**src/rtl/count_dir_decoder_pkg.sv**
```systemverilog
// Shared types and constants for the up/down counter direction decoder.
package count_dir_decoder_pkg;

   // Decoder state
   typedef enum logic [1:0] {
      StIdle,
      StAcq,
      StLocked
   } state_e;

   // Classification of one observed sample against the previous one
   typedef enum logic [1:0] {
      ClsUp,
      ClsDn,
      ClsHold,
      ClsIllegal
   } step_cls_e;

   localparam logic MODE_UP = 1'b1;
   localparam logic MODE_DN = 1'b0;

   // Run counter is wide enough for the largest legal lock threshold (15)
   localparam int unsigned RUN_W = 4;

endpackage

```
**src/rtl/count_step_classify.sv**
```systemverilog
// Combinational classifier: compares a new counter value with the previous one.
module count_step_classify
   import count_dir_decoder_pkg::*;
#(
   parameter int unsigned WIDTH = 3
) (
   input  logic [WIDTH-1:0] prev_i,
   input  logic [WIDTH-1:0] q_i,
   output step_cls_e        cls_o,
   output logic             wrap_o
);

   localparam logic [WIDTH-1:0] One = {{(WIDTH-1){1'b0}}, 1'b1};

   logic [WIDTH-1:0] inc;
   logic [WIDTH-1:0] dec;

   assign inc = prev_i + One;
   assign dec = prev_i - One;

   // Hold is tested first; for WIDTH >= 2 the three legal cases never overlap
   always_comb begin
      cls_o  = ClsIllegal;
      wrap_o = 1'b0;
      if (q_i == prev_i) begin
         cls_o = ClsHold;
      end else if (q_i == inc) begin
         cls_o  = ClsUp;
         wrap_o = (prev_i == {WIDTH{1'b1}});
      end else if (q_i == dec) begin
         cls_o  = ClsDn;
         wrap_o = (prev_i == {WIDTH{1'b0}});
      end
   end

endmodule

```
**src/rtl/count_dir_decoder.sv**
```systemverilog
// Recovers the up/down mode of an observed counter stream, validates every step
// and locks onto a direction after LOCK_CNT consistent steps.
module count_dir_decoder
   import count_dir_decoder_pkg::*;
#(
   parameter int unsigned WIDTH     = 3,
   parameter int unsigned LOCK_CNT  = 4,
   parameter int unsigned ERR_CNT_W = 8
) (
   input  logic                 clk,
   input  logic                 rst,
   input  logic [WIDTH-1:0]     q_in,
   input  logic                 q_valid,
   output logic                 m_out,
   output logic                 dir_valid,
   output logic                 step,
   output logic                 hold,
   output logic                 wrap,
   output logic                 err,
   output logic [ERR_CNT_W-1:0] err_count
);

   localparam logic [RUN_W-1:0]     LockCnt = RUN_W'(LOCK_CNT);
   localparam logic [RUN_W-1:0]     RunOne  = RUN_W'(1);
   localparam logic [ERR_CNT_W-1:0] ErrOne  = {{(ERR_CNT_W-1){1'b0}}, 1'b1};

   state_e               state_q;
   logic [WIDTH-1:0]     prev_q;
   logic [RUN_W-1:0]     run_q;
   logic                 dir_q;
   logic                 m_q;
   logic                 dir_valid_q;
   logic                 step_q;
   logic                 hold_q;
   logic                 wrap_q;
   logic                 err_q;
   logic [ERR_CNT_W-1:0] err_cnt_q;

   step_cls_e            cls;
   logic                 cls_wrap;
   logic                 cls_dir;
   logic [RUN_W-1:0]     acq_run_d;
   logic [ERR_CNT_W-1:0] err_cnt_d;

   count_step_classify #(
      .WIDTH (WIDTH)
   ) u_classify (
      .prev_i (prev_q),
      .q_i    (q_in),
      .cls_o  (cls),
      .wrap_o (cls_wrap)
   );

   // Direction of a legal step, run-length update in ACQ and saturating error count
   always_comb begin
      cls_dir = (cls == ClsUp) ? MODE_UP : MODE_DN;
      if (run_q == '0 || cls_dir == dir_q) begin
         acq_run_d = run_q + RunOne;
      end else begin
         acq_run_d = RunOne;
      end
      err_cnt_d = (err_cnt_q == {ERR_CNT_W{1'b1}}) ? err_cnt_q : err_cnt_q + ErrOne;
   end

   // FSM with registered outputs; pulses clear every cycle unless re-asserted
   always_ff @(posedge clk or negedge rst) begin
      if (!rst) begin
         state_q     <= StIdle;
         prev_q      <= '0;
         run_q       <= '0;
         dir_q       <= MODE_UP;
         m_q         <= MODE_UP;
         dir_valid_q <= 1'b0;
         step_q      <= 1'b0;
         hold_q      <= 1'b0;
         wrap_q      <= 1'b0;
         err_q       <= 1'b0;
         err_cnt_q   <= '0;
      end else begin
         step_q <= 1'b0;
         hold_q <= 1'b0;
         wrap_q <= 1'b0;
         err_q  <= 1'b0;
         if (q_valid) begin
            prev_q <= q_in;
            unique case (state_q)
               StIdle: begin
                  state_q <= StAcq;
               end
               StAcq: begin
                  unique case (cls)
                     ClsUp, ClsDn: begin
                        step_q <= 1'b1;
                        wrap_q <= cls_wrap;
                        dir_q  <= cls_dir;
                        run_q  <= acq_run_d;
                        if (acq_run_d == LockCnt) begin
                           state_q     <= StLocked;
                           m_q         <= cls_dir;
                           dir_valid_q <= 1'b1;
                        end
                     end
                     ClsHold: begin
                        hold_q <= 1'b1;
                     end
                     ClsIllegal: begin
                        run_q     <= '0;
                        err_q     <= 1'b1;
                        err_cnt_q <= err_cnt_d;
                     end
                  endcase
               end
               StLocked: begin
                  unique case (cls)
                     ClsUp, ClsDn: begin
                        step_q <= 1'b1;
                        wrap_q <= cls_wrap;
                        // Reversal drops the lock but m_out keeps the old mode
                        if (cls_dir != dir_q) begin
                           state_q     <= StAcq;
                           dir_q       <= cls_dir;
                           run_q       <= RunOne;
                           dir_valid_q <= 1'b0;
                        end
                     end
                     ClsHold: begin
                        hold_q <= 1'b1;
                     end
                     ClsIllegal: begin
                        state_q     <= StAcq;
                        run_q       <= '0;
                        dir_valid_q <= 1'b0;
                        err_q       <= 1'b1;
                        err_cnt_q   <= err_cnt_d;
                     end
                  endcase
               end
               default: begin
                  state_q <= StIdle;
               end
            endcase
         end
      end
   end

   assign m_out     = m_q;
   assign dir_valid = dir_valid_q;
   assign step      = step_q;
   assign hold      = hold_q;
   assign wrap      = wrap_q;
   assign err       = err_q;
   assign err_count = err_cnt_q;

endmodule

```
**config.mk**
```make
export PLATFORM = sky130hd
export DESIGN_NAME = count_dir_decoder
export DESIGN_NICKNAME = d
export VERILOG_FILES = /design/src/rtl/count_dir_decoder_pkg.sv /design/src/rtl/count_step_classify.sv /design/src/rtl/count_dir_decoder.sv
export SDC_FILE = /design/constraint.sdc
export NUM_CORES = 1
export LEC_CHECK = 0
export BUFFER_PORTS_ARGS = -buffer_cell sky130_fd_sc_hd__buf_2
export CORE_ASPECT_RATIO = 1.2
export CORE_MARGIN = 5
export CORE_UTILIZATION = 55
export CTS_CLUSTER_SIZE = 10
export DETAILED_ROUTE_END_ITERATION = 7
export PLACE_DENSITY = 0.77
export SETUP_SLACK_MARGIN = 0.3
export SLEW_MARGIN = 20
export SYNTH_ARGS = -nofsm -noshare
export SYNTH_HDL_FRONTEND = slang
export SYNTH_HIERARCHICAL = 1
export SYNTH_SLANG_ARGS = --single-unit
```
**constraint.sdc**
```tcl
create_clock -name clk -period 3.1 [get_ports clk]
set_input_delay 0.31 -clock clk [delete_from_list [all_inputs] [get_ports clk]]
set_output_delay 0.31 -clock clk [all_outputs]
set_load 0.01 [all_outputs]
```
==> summary by stage <==
Placement
Buffers placed on the I/O ports in this run total 19. The congestion estimate from routability-driven global placement came to 0.779. The half-perimeter wire length after detailed placement is roughly 1.9 mm.

STA
The count of final hold-check violations is 0. The ratio of final minimum period to clock period is between 90 and 100%. After routing, the total negative slack on setup checks comes to 0 ns. The slew of the pin with the lowest slew margin is 0.609 ns. The maximum clock rate is 0.350 GHz. Setup repair after global routing could not meet its margin everywhere. The final count of pins violating max slew is 0. For the final database, setup skew stands at approximately 0.0021 ns. The post-route minimum period is around 2.9 ns. Headroom to the max-slew limit came out at around three fifths. Setup violations remaining at the end of the flow were counted as 0.

Critical path
Walking the worst path, the cells encountered are ha_2, ha_4, xor2_2, nor3b_4, a31oi_4, o21ai_2, a21oi_2, or4_4, a21o_1, a221o_1. For this run, the slowest stage of the critical path takes around 0.56 ns. The worst setup path is captured at a flip-flop. The critical path data arrival time is a little over 3 ns. The slowest cell on the critical path is or4_4. STA puts the critical path data required time at approximately 3.3 ns. The critical path is of the reg -> reg type.

The kind of start point of the critical path is a flip-flop. Of all nets on the critical path, the largest fanout is 3.

Clocking
CTS saw 24 sinks. The CTS tree is built. Counting along the longest clock path gives a buffer depth of 2. The clock transition at the registers of the reported paths is 0.14 ns.

Buffers inserted during clock tree synthesis total 3. The H-tree depth is 1. The clock network latency to the later pin of the worst-skew pair is about 0.32 ns.

The cell at the root of the clock tree is clkbuf_4.

Global routing
The first-pass GRT wire length is about 4.5 mm. Summed over all layers, the global routing overflow is 0. The maximum number of pins on one net before global-route repair is 25. In the global route stage, overall resource usage came out at ~15%.

The via count of the first global-routing pass came to 1074. The number of antenna violations at the first check in global routing is 0.

Floorplanning
The I/O pin count is 20. The number of rows in the core area is 20. The die is approximately 65 um tall. Measured along the x axis, the die boundary spans about 56 um. The full die area is roughly 0.0037 mm^2. The core outline area is 0.00248 mm^2.

Once the floorplan was initialized, standard cells occupied 56.4% of the core.

Cells and area
The final layout contains 185 nets. Registers take just over 600 um^2. The multi-input combinational cells in the finished layout cover a total of 823 um^2. The ratio of cells with drive above 1 in the final layout is a little over 30%. The number of fill cells in the layout is 168. The area growth from synthesis to final layout is 23.8%.

The number of antenna diodes in the final layout is 0.

Synthesis
dfrtp_1 takes more of the synthesized area than any other cell. Counting instances in the post-synthesis netlist gives the leading cell types as dfrtp_1 (22), nand2_1 (11), xnor2_1 (11). Synthesis handed over a netlist of 139 instances. The fraction of registers with async set or reset after synthesis is 100%. The area of the mapped netlist is 0.00140 mm^2.

Yosys attributes the largest share of cell area to dfrtp_1 (39%), ha_1 (9.0%), xnor2_1 (6.9%). The netlist uses 42 different library cells. The share of synthesized area occupied by flip-flops and latches is 43.2%. The post-synthesis net count is roughly 160. Among all flip-flop cells after synthesis, the most frequent one is dfrtp_1.

The top cell type by area accounts for 39.4% of the synthesized area. The leading cell type by number of instances after synthesis is dfrtp_1. Averaged over all synthesized cells, the footprint is approximately 10 um^2. The number of synthesized register bits is 24.

The number of enable flip-flop cells after synthesis is 0. The number of warnings printed during yosys synthesis is 6.

Drt
The number of detailed-routing iterations run before antenna repair is 4. The mean number of vias per cell is ~5.6. The final routed DRC violation total is 0. The aggregate routed wire length is approximately 2.8 mm.

Dividing the detail-routed wire length by the instance count gives between 10 and 15 um. The detail route stage leaves a number of antenna-violating nets equal to 0. Detailed routing inserted a total of 1117 vias. After the first detailed-routing iteration, the DRC count stood at 31.

Min path
The path class of the tightest hold or removal check is in -> reg.

Power and ir drop
In this run the static leakage power is just over 0.8 nW. In this run the power density over the cells is around 780 mW/mm^2. Power comes to between 1 and 1.5 mW. The largest vdd supply drop is approximately 450 uV.

Job
Max-cap violations in this run came to 0.

Outcome
The run finished with clean final reports.
where the power goes:
part,internal (mW),leakage [nW],total [mW],switching [mW]
combinational,0.294,0.482,0.630,0.336
sequential,0.401,0.301,0.492,0.0913
clock,0.131,0.0279,0.232,0.101
per-layer routing:
layer | GRT usage [%] | wire length [um] | share of wire (%) | up-vias
li1 | - | - | - | 542
met1 | 18.1 | 1220 | 43 | 528
met2 | 26.9 | 1350 | 48 | 36
met3 | 2.36 | 129 | 4.6 | 11
met4 | 6.53 | 110 | 3.9 | 0
met5 | 0 | 0 | 0 | -
metrics by stage:
step           instances  util [%]  setup slack (ns)  area (um^2)  hold slack, ns
2_1_floorplan        139         -             0.306         1400          0.0144
3_3_place_gp         191      62.4             0.368         1550           0.314
3_5_place_dp         191      62.4             0.296         1550           0.319
4_1_cts              198      65.8             0.303         1630           0.240
5_1_grt              201      69.8             0.129         1730           0.232
6_report             201      69.8             0.243         1730           0.240
timing repair:
action,CTS,global route
hold buffers,1,0
setup buffers,2,3
hold endpoints to repair,22,0
endpoints found under the setup margin,1,4
pin swaps,1,8
gates resized for setup,1,12
area by class of cell:
type / count / area share [%]
Clock buffer: 3 / 1.30
Clock inverter: 1 / 1.74
Inverter: 10 / 2.17
Multi-Input combinational cell: 101 / 47.6
Sequential cell: 24 / 34.9
Tap cell: 33 / 2.39
Timing Repair Buffer: 29 / 9.98
kinds of logic (layout without fill, tap and decap cells):
kind of cell / count (synthesis) / in the layout / synth area share (%)
AOI/OAI and AO/OA: 27 / 27 / 12.9
xor gates and xnor gates: 14 / 14 / 8.77
adders and majority gates: 10 / 10 / 8.95
buffers and inverters: 14 / 43 / 3.94
DFF: 24 / 24 / 43.2
muxes: 6 / 6 / 4.66
and+or+nand+nor: 44 / 44 / 17.6
worst paths after layout:
path / slack (ns) / start / to / cells past startpoint
setup / recovery: 0.24 / prev_q[1] / dir_valid / 10
hold / removal: 0.24 / q_in[0] / prev_q[0] / 2
setup reg to reg: 0.24 / prev_q[1] / dir_valid / 10
hold reg to reg: 0.50 / err_count[6] / err_count[6] / 1
max in group asynchronous: 2.26 / rst / dir_q / 2
min in group asynchronous: 0.48 / rst / run_q[1] / 2
cell usage in the layout, fill, tap and decap left out, types with 4 or more instances in the layout:
cell type and count:
xnor2_1 10, ha_1 7, buf_2 19, inv_1 10
nor2_1 5, a21oi_1 4, nand3_1 6, nand2_1 11
buf_4 9, o21ai_0 4, dfrtp_1 22
state kept, by name, summed over array words and instances (netlist names):
register and count:
prev_q 3, step 1, wrap 1, m_out 1, state_q 2, dir_valid 1, err 1, err_count 8
run_q 4, hold 1, dir_q 1
critical path, delay by kind of cell (launching register included):
kind / cells / cell delay [ns]
DFF: 1 / 0.42
xor gates and xnor gates: 1 / 0.16
adders and majority gates: 2 / 0.43
and+or+nand+nor: 2 / 0.87
AOI/OAI and AO/OA: 5 / 0.88
(Power assumes the default switching activity.)
